===== src/rtl/seq_det_pkg.sv =====
// Shared constants for the serial pattern detectors.
package seq_det_pkg;

  localparam int          DEF_PAT_W = 5;
  localparam logic [31:0] DEF_PAT   = 32'b10110;

  localparam int PAT_W_MIN = 2;
  localparam int PAT_W_MAX = 32;
  localparam int CNT_W_MIN = 1;
  localparam int CNT_W_MAX = 32;

  localparam bit OVERLAP_OFF = 1'b0;
  localparam bit OVERLAP_ON  = 1'b1;

endpackage


===== src/rtl/seq_det_sat_cnt.sv =====
// Saturating event counter with synchronous clear and sticky full flag.
module seq_det_sat_cnt
  import seq_det_pkg::*;
#(
  parameter int CNT_W = 8
) (
  input  logic             clk_i,
  input  logic             rst_ni,
  input  logic             inc_i,
  input  logic             clr_i,
  output logic [CNT_W-1:0] cnt_o,
  output logic             sat_o
);

  if (CNT_W < CNT_W_MIN || CNT_W > CNT_W_MAX) begin : g_bad_w
    $error("seq_det_sat_cnt: CNT_W out of range");
  end

  logic [CNT_W-1:0] cnt_q, cnt_d;
  logic             sat_q, sat_d;

  always_comb begin
    cnt_d = cnt_q;
    sat_d = sat_q;
    if (clr_i) begin
      cnt_d = '0;
      sat_d = 1'b0;
    end else if (inc_i && (cnt_q != '1)) begin
      cnt_d = cnt_q + 1'b1;
      sat_d = (cnt_d == '1);
    end
  end

  always_ff @(posedge clk_i or negedge rst_ni) begin
    if (!rst_ni) begin
      cnt_q <= '0;
      sat_q <= 1'b0;
    end else begin
      cnt_q <= cnt_d;
      sat_q <= sat_d;
    end
  end

  assign cnt_o = cnt_q;
  assign sat_o = sat_q;

endmodule


===== src/rtl/seq_det_prog.sv =====
// Runtime-programmable serial pattern detector with match counter.
// Optional don't-care mask: define SEQ_DET_MASK_EN.
module seq_det_prog
  import seq_det_pkg::*;
#(
  parameter int               PAT_W   = DEF_PAT_W,
  parameter logic [PAT_W-1:0] PAT_RST = PAT_W'(DEF_PAT),
  parameter bit               OVERLAP = OVERLAP_ON,
  parameter int               CNT_W   = 8
) (
  input  logic             clk_i,
  input  logic             rst_ni,
  input  logic             in_i,
  input  logic             in_valid_i,
  input  logic             pat_load_i,
  input  logic [PAT_W-1:0] pat_in_i,
`ifdef SEQ_DET_MASK_EN
  input  logic [PAT_W-1:0] pat_mask_in_i,
`endif
  input  logic             cnt_clr_i,
  output logic             out_o,
  output logic [CNT_W-1:0] match_cnt_o,
  output logic             cnt_sat_o
);

  if (PAT_W < PAT_W_MIN || PAT_W > PAT_W_MAX) begin : g_bad_w
    $error("seq_det_prog: PAT_W out of range");
  end

  localparam int FW = $clog2(PAT_W + 1);
  localparam logic [FW-1:0] FULL = FW'(PAT_W);

  logic [PAT_W-1:0] hist_q, hist_d;
  logic [PAT_W-1:0] pat_q, pat_d;
  logic [FW-1:0]    fill_q, fill_d;
  logic             out_q;

  logic [PAT_W-1:0] shifted;
  logic [FW-1:0]    fill_inc;
  logic             eq;
  logic             hit;

  assign shifted  = {hist_q[PAT_W-2:0], in_i};
  assign fill_inc = (fill_q == FULL) ? fill_q : fill_q + 1'b1;

`ifdef SEQ_DET_MASK_EN
  logic [PAT_W-1:0] mask_q, mask_d;

  assign eq = (((shifted ^ pat_q) & ~mask_q) == '0);

  always_comb begin
    mask_d = mask_q;
    if (pat_load_i) mask_d = pat_mask_in_i;
  end

  always_ff @(posedge clk_i or negedge rst_ni) begin
    if (!rst_ni) mask_q <= '0;
    else         mask_q <= mask_d;
  end
`else
  assign eq = (shifted == pat_q);
`endif

  // Load beats sampling; a stalled or loading edge never flags a match.
  always_comb begin
    hist_d = hist_q;
    fill_d = fill_q;
    pat_d  = pat_q;
    hit    = 1'b0;
    if (pat_load_i) begin
      pat_d  = pat_in_i;
      hist_d = '0;
      fill_d = '0;
    end else if (in_valid_i) begin
      hist_d = shifted;
      fill_d = fill_inc;
      hit    = (fill_inc == FULL) && eq;
      if (hit && (OVERLAP == OVERLAP_OFF)) fill_d = '0;
    end
  end

  always_ff @(posedge clk_i or negedge rst_ni) begin
    if (!rst_ni) begin
      hist_q <= '0;
      fill_q <= '0;
      pat_q  <= PAT_RST;
      out_q  <= 1'b0;
    end else begin
      hist_q <= hist_d;
      fill_q <= fill_d;
      pat_q  <= pat_d;
      out_q  <= hit;
    end
  end

  assign out_o = out_q;

  seq_det_sat_cnt #(
    .CNT_W (CNT_W)
  ) u_cnt (
    .clk_i  (clk_i),
    .rst_ni (rst_ni),
    .inc_i  (hit),
    .clr_i  (cnt_clr_i),
    .cnt_o  (match_cnt_o),
    .sat_o  (cnt_sat_o)
  );

endmodule


===== config.mk =====
export PLATFORM = sky130hd
export DESIGN_NAME = seq_det_prog
export DESIGN_NICKNAME = d
export VERILOG_FILES = /design/src/rtl/seq_det_pkg.sv /design/src/rtl/seq_det_sat_cnt.sv /design/src/rtl/seq_det_prog.sv
export SDC_FILE = /design/constraint.sdc
export NUM_CORES = 1
export LEC_CHECK = 0
export ABC_AREA = 1
export ABC_CLOCK_PERIOD_IN_PS = 1800
export BUFFER_PORTS_ARGS = -buffer_cell sky130_fd_sc_hd__buf_2
export CAP_MARGIN = 20
export CORE_AREA = 3 3 60 62
export CTS_BUF_LIST = sky130_fd_sc_hd__clkbuf_16
export CTS_CLUSTER_SIZE = 20
export DETAILED_ROUTE_END_ITERATION = 10
export DIE_AREA = 0 0 63 65
export PLACE_DENSITY = 0.58
export RECOVER_POWER = 25
export SYNTH_ARGS = -nofsm -noshare
export SYNTH_HDL_FRONTEND = slang
export SYNTH_HIERARCHICAL = 1
export SYNTH_SLANG_ARGS = --single-unit

===== constraint.sdc =====
create_clock -name clk_i -period 1.8 [get_ports clk_i]
set_clock_uncertainty 0.1 [all_clocks]
set_input_delay 0.45 -clock clk_i [delete_from_list [all_inputs] [get_ports clk_i]]
set_output_delay 0.45 -clock clk_i [all_outputs]
set_load 0.05 [all_outputs]

# --- Word-level counts from Yosys, hierarchy flattened ---
# Index checks and enable logic that the tools add are counted.
classes:
  n_addsub: 2
  multipliers: 0
  div: 0
  order_cmp: 0
  n_eq_ne: 5
  n_shift: 0
  n_mux: 11
  n_bitwise: 0
  n_reduce_logical: 4
ops:
  columns: ["operator", "count"]
  rows:
  - ["2-to-1 mux 8 bit", 2]
  - ["2-to-1 mux 3 bit", 3]
  - ["adder 8 x 1 -> 8 bit (second input constant)", 1]
  - ["== test 8 bit (second input constant)", 1]
  - ["2-to-1 mux 4 bit", 2]
  - ["inequality test 8 bit (second input constant)", 1]
  - ["== test 3 bit (second input constant)", 2]
  - ["== test 5 bit", 1]
  - ["2-to-1 mux 1 bit", 4]
  - ["nonzero test 2 bit", 2]
  - ["adder 3 x 1 -> 3 bit (second input constant)", 1]
  - ["logical AND 1 bit", 2]
word_totals:
  register_bits: 22
  latchBits: 0
  mem_bits_rw: 0
  rom_bits: 0
  input_bits: 11
  elab_cells: 28
  memories: 0

# --- Depth between registers and ports, before layout ---
logic_depth:
  ltp_word: 9
  mapped_depth: 11
  ltp_nobuf: 11

# --- By module ---
# The synthesis kept the hierarchy.
by_module_without_submodules:
  columns: ["module", "instances", "cells_each", "area_per_inst_um2", "seq_area_each_um2"]
  rows:
  - ["seq_det_prog", 1, 85, 646.9, 329.1]
  - ["seq_det_sat_cnt", 1, 84, 586.8, 225.2]

# --- Worst setup path before layout ---
# No wires, ideal clock.
synth_path:
  path_type: "reg-to-reg"
  startpoint: "register u_cnt.cnt_q[1] (netlist: u_cnt/cnt_o[1])"
  endpoint: "register u_cnt.sat_q (netlist: u_cnt/sat_o)"
  setup_time_ns: 0.066
  arrival_time_ns: 1.640
  required_ns: 1.634
  slack_ns: -0.006
  path_stages_with_launch: 10
  synth_period_minus_slack_ns: 1.806
  path_cell_list: "dfrtp_1 ha_1 nand2_2 inv_1 nand2_2 o21ai_4 nand2_4 inv_2 nand2_1 nand2_1"
synth_between:
  elab_chain_cells: 4
synth_lines:
  columns: ["element", "line_no", "text"]
  rows:
  - ["start: declaration", "seq_det_sat_cnt.sv:19", "logic [CNT_W-1:0] cnt_q, cnt_d;"]
  - ["start signal: assignment", "seq_det_sat_cnt.sv:39", "cnt_q <= cnt_d;"]
  - ["adder 8 x 1 -> 8 bit", "seq_det_sat_cnt.sv:29", "cnt_d = cnt_q + 1'b1;"]
  - ["== test 8 bit", "seq_det_sat_cnt.sv:30", "sat_d = (cnt_d == '1);"]
  - ["2-to-1 mux 1 bit", "seq_det_sat_cnt.sv:28", "end else if (inc_i && (cnt_q != '1)) begin"]
  - ["2-to-1 mux 1 bit", "seq_det_sat_cnt.sv:25", "if (clr_i) begin"]
  - ["end signal: assignment", "seq_det_sat_cnt.sv:40", "sat_q <= sat_d;"]
  - ["end: declaration", "seq_det_sat_cnt.sv:20", "logic sat_q, sat_d;"]
# Parallel ways exist; a longest one is shown, timed or not. The select of a mux whose other input is x is not followed.
# A chain may end at the register's enable or synchronous reset.

# --- Final worst setup path ---
layout_path:
  startpoint: "register pat_q[1]"
  endpoint: "register u_cnt.cnt_q[0] (netlist: u_cnt/cnt_o[0])"
layout_between:
  elab_chain_cells: 6
layout_lines:
  columns: ["element", "line_no", "text"]
  rows:
  - ["start: declaration", "seq_det_prog.sv:34", "logic [PAT_W-1:0] pat_q, pat_d;"]
  - ["start signal: assignment", "seq_det_prog.sv:91", "pat_q <= pat_d;"]
  - ["== test 5 bit", "seq_det_prog.sv:61", "assign eq = (shifted == pat_q);"]
  - ["logical AND 1 bit", "seq_det_prog.sv:77", "hit = (fill_inc == FULL) && eq;"]
  - ["2-to-1 mux 1 bit", "seq_det_prog.sv:74", "end else if (in_valid_i) begin"]
  - ["2-to-1 mux 1 bit", "seq_det_prog.sv:70", "if (pat_load_i) begin"]
  - ["named net hit", "seq_det_prog.sv:41", "logic hit;"]
  - ["logical AND 1 bit", "seq_det_sat_cnt.sv:28", null]
  - ["nonzero test 2 bit (no source line)", null, null]
# The timed path passes the listed nets, and every way through them passes these cells.

==> metrics.txt <==
GRT Util Overall=0.141; Core Rows=20; layout cells sized above 1=0.209; power per cell area=730 nW/µm²; fin crit share=0.907; Via Count=1112; final hold viol count=0; # Max-Cap Violations=0; TritonCTS Sinks=22; diode count=0; routed len/inst=11.0 µm; Tot Pwr=1.09 mW; RSZ-0062 raised after global routing=no; post-synth top area cell=dfrtp_1; number of port buffers=20; status=complete, no violations; share of the synthesized area in the top cell type=0.385; core footprint=3080 µm²; CTS Root Cell=clkbuf_16; synthesis-to-finish area growth=21.2%; RePlAce Congestion=0.846; Initial DRT Pass Iterations=4; Post-Synth XOR/XNOR Area=0; Starting Density=0.401; Rel. slew slack=0.205; Synth Cell Area=1230 µm²; clk_lat worst skew=0.25 ns; die width=63 µm; Setup violations, final=0; DRC=0; Max Slew Vio Count=0; first-pass GRT wire length=4.62 mm; Crit Path Max Fanout=7; Ys Warns=6; Critical Path RT=1.87 ns; Cell variety after synth=18; TritonCTS clock tree=done; syn nets=184; Simple-Gate Fraction of Synth Area=0.298; clock slew at reported path FFs=0.06 ns; Setup TNS=0 ns; DRT iter0 DRCs=49; max frequency=612 MHz; Synth Area in Compound Gates=0.114; DIE HEIGHT=65 µm; vias per inst=4.63; largest net degree at the start of global routing=23; worst slew pin tran=1.19 ns; number of antenna violations at the first check in global routing=0; clk buf depth=2; Cells after Synth=169; synth top area cells=dfrtp_1 39%, nand2_1 16%, inv_1 8.8%; Critical Path AT=1.70 ns; Final ANT Viol Nets=0; Synth Register Bits=22; Num CTS Buffers=3; largest family of logic cells by synthesized area=simple AND/OR/NAND/NOR gates; Leak=0.768 nW; min Tclk post-route=1.63 ns; nets@finish=212; Top Ports=21; vias in the first global route=1081; CP Capture Type=flip-flop; Core Util, Final=0.486; hold buffer count at CTS=0; Peak VDD IR=0.344 mV; Overflow after GRT=0; H-tree depth=1; Post-Synth Adder-Cell Area=0.0406; critical setup path kind=flip-flop to flip-flop; DPL Wire Length=2.04 mm; Total Wirelength=2.65 mm; Syn Area/Cell=7.30 µm²; min-delay worst type=primary input to flip-flop; Seq/Total Area, Yosys=0.449; CP Launch Type=flip-flop; post-synthesis mux area share=0; die area=4100 µm²
[Yosys cell counts (all sizes together)]
cell type	number
nand2	55
inv	31
dfrtp	19
o21ai	19
nor2	17
nand3	15
a21oi	4
ha	4
dfstp	3
a31oi	1
buf	1
[through the flow]
step / area [µm²] / worst slack (ns) / instances / hold WS [ns]
3_5_place_dp: 1420 / 0.126 / 236 / 0.350
2_1_floorplan: 1230 / 0.0220 / 169 / 0.0544
4_1_cts: 1490 / 0.143 / 240 / 0.0819
3_3_place_gp: 1420 / 0.117 / 236 / 0.349
5_1_grt: 1500 / 0.0180 / 240 / 0.317
6_report: 1500 / 0.167 / 240 / 0.312
[cells by family (layout without fill, tap and decap cells)]
family / Yosys count / after routing
AO/OA/AOI/OAI: 24 / 24
adder cells (fa/ha/maj): 4 / 4
buffers and inverters: 32 / 59
flip-flops: 22 / 22
AND/OR/NAND/NOR: 87 / 87
[where the power goes]
group	internal, mW	switching (mW)	total, mW
clock network	0.296	0.174	0.470
logic	0.0335	0.0596	0.0931
registers	0.516	0.0124	0.529
total	0.846	0.246	1.09
[final cells by class]
type | instances | area (µm²)
clock inverters | 1 | 3.75
clock buffers | 3 | 75.1
fillers | 314 | 1580
repair buffers | 24 | 129
well taps | 44 | 55.1
multi-input cells | 115 | 561
flip-flops and latches | 22 | 556
inverters | 31 | 116
[layer usage]
metal  vias up  part of all wire  track usage
li1        576                 -            -
met1       515              0.52        0.199
met2        19              0.43        0.216
met3         2             0.039       0.0295
met4         0            0.0072       0.0441
met5         -                 0            0
[path summary, 6_finish.rpt]
path                        startpoint        endpoint  slack, ns  depth (start not counted)
max in group asynchronous       rst_ni  u_cnt/cnt_o[1]       0.49                          1
setup / recovery              pat_q[1]  u_cnt/cnt_o[0]       0.17                         11
hold / removal             pat_in_i[1]        pat_q[1]       0.31                          3
min in group asynchronous       rst_ni           out_o       0.33                          1
setup reg to reg              pat_q[1]  u_cnt/cnt_o[0]       0.17                         11
hold reg to reg               pat_q[1]        pat_q[1]       0.39                          2
[worst max-delay path, cell delays in order (launching register included)]
cell	delay (ns)
dfstp_2	0.53
inv_1	0.04
nand2_1	0.05
nand2_1	0.04
nor2_1	0.09
nand2_1	0.07
nor2_2	0.10
inv_1	0.05
a31oi_1	0.14
buf_4	0.17
nand3_1	0.06
o21ai_1	0.10
[repair_timing]
| item | 4_1_cts | 5_1_grt |
|---|---|---|
| endpoints found under the setup margin | 0 | 2 |
| setup buffers | 0 | 0 |
| resized for setup | 0 | 1 |
[state kept, by name, summed over array words and instances (netlist names)]
| register | flops |
|---|---|
| out_o | 1 |
| u_cnt/cnt_o | 8 |
| hist_q | 4 |
| fill_q | 3 |
| u_cnt/sat_o | 1 |
| pat_q | 5 |
[cell usage in the layout, fill, tap and decap left out]
| master | n |
|---|---|
| clkbuf_1 | 1 |
| a31oi_1 | 1 |
| nand2_1 | 51 |
| nor2_4 | 1 |
| o21ai_1 | 7 |
| a21oi_1 | 2 |
| nor2_2 | 1 |
| o21ai_4 | 1 |
| o21ai_0 | 11 |
| dfstp_2 | 3 |
| nand2_4 | 1 |
| a21oi_2 | 2 |
| dfrtp_2 | 1 |
| nand3_1 | 15 |
| buf_2 | 19 |
| dfrtp_1 | 18 |
| inv_2 | 2 |
| inv_1 | 30 |
| nand2_2 | 3 |
| nor2_1 | 15 |
| buf_4 | 4 |
| clkbuf_16 | 3 |
| ha_1 | 4 |
Power figures use the tool's default switching activity.
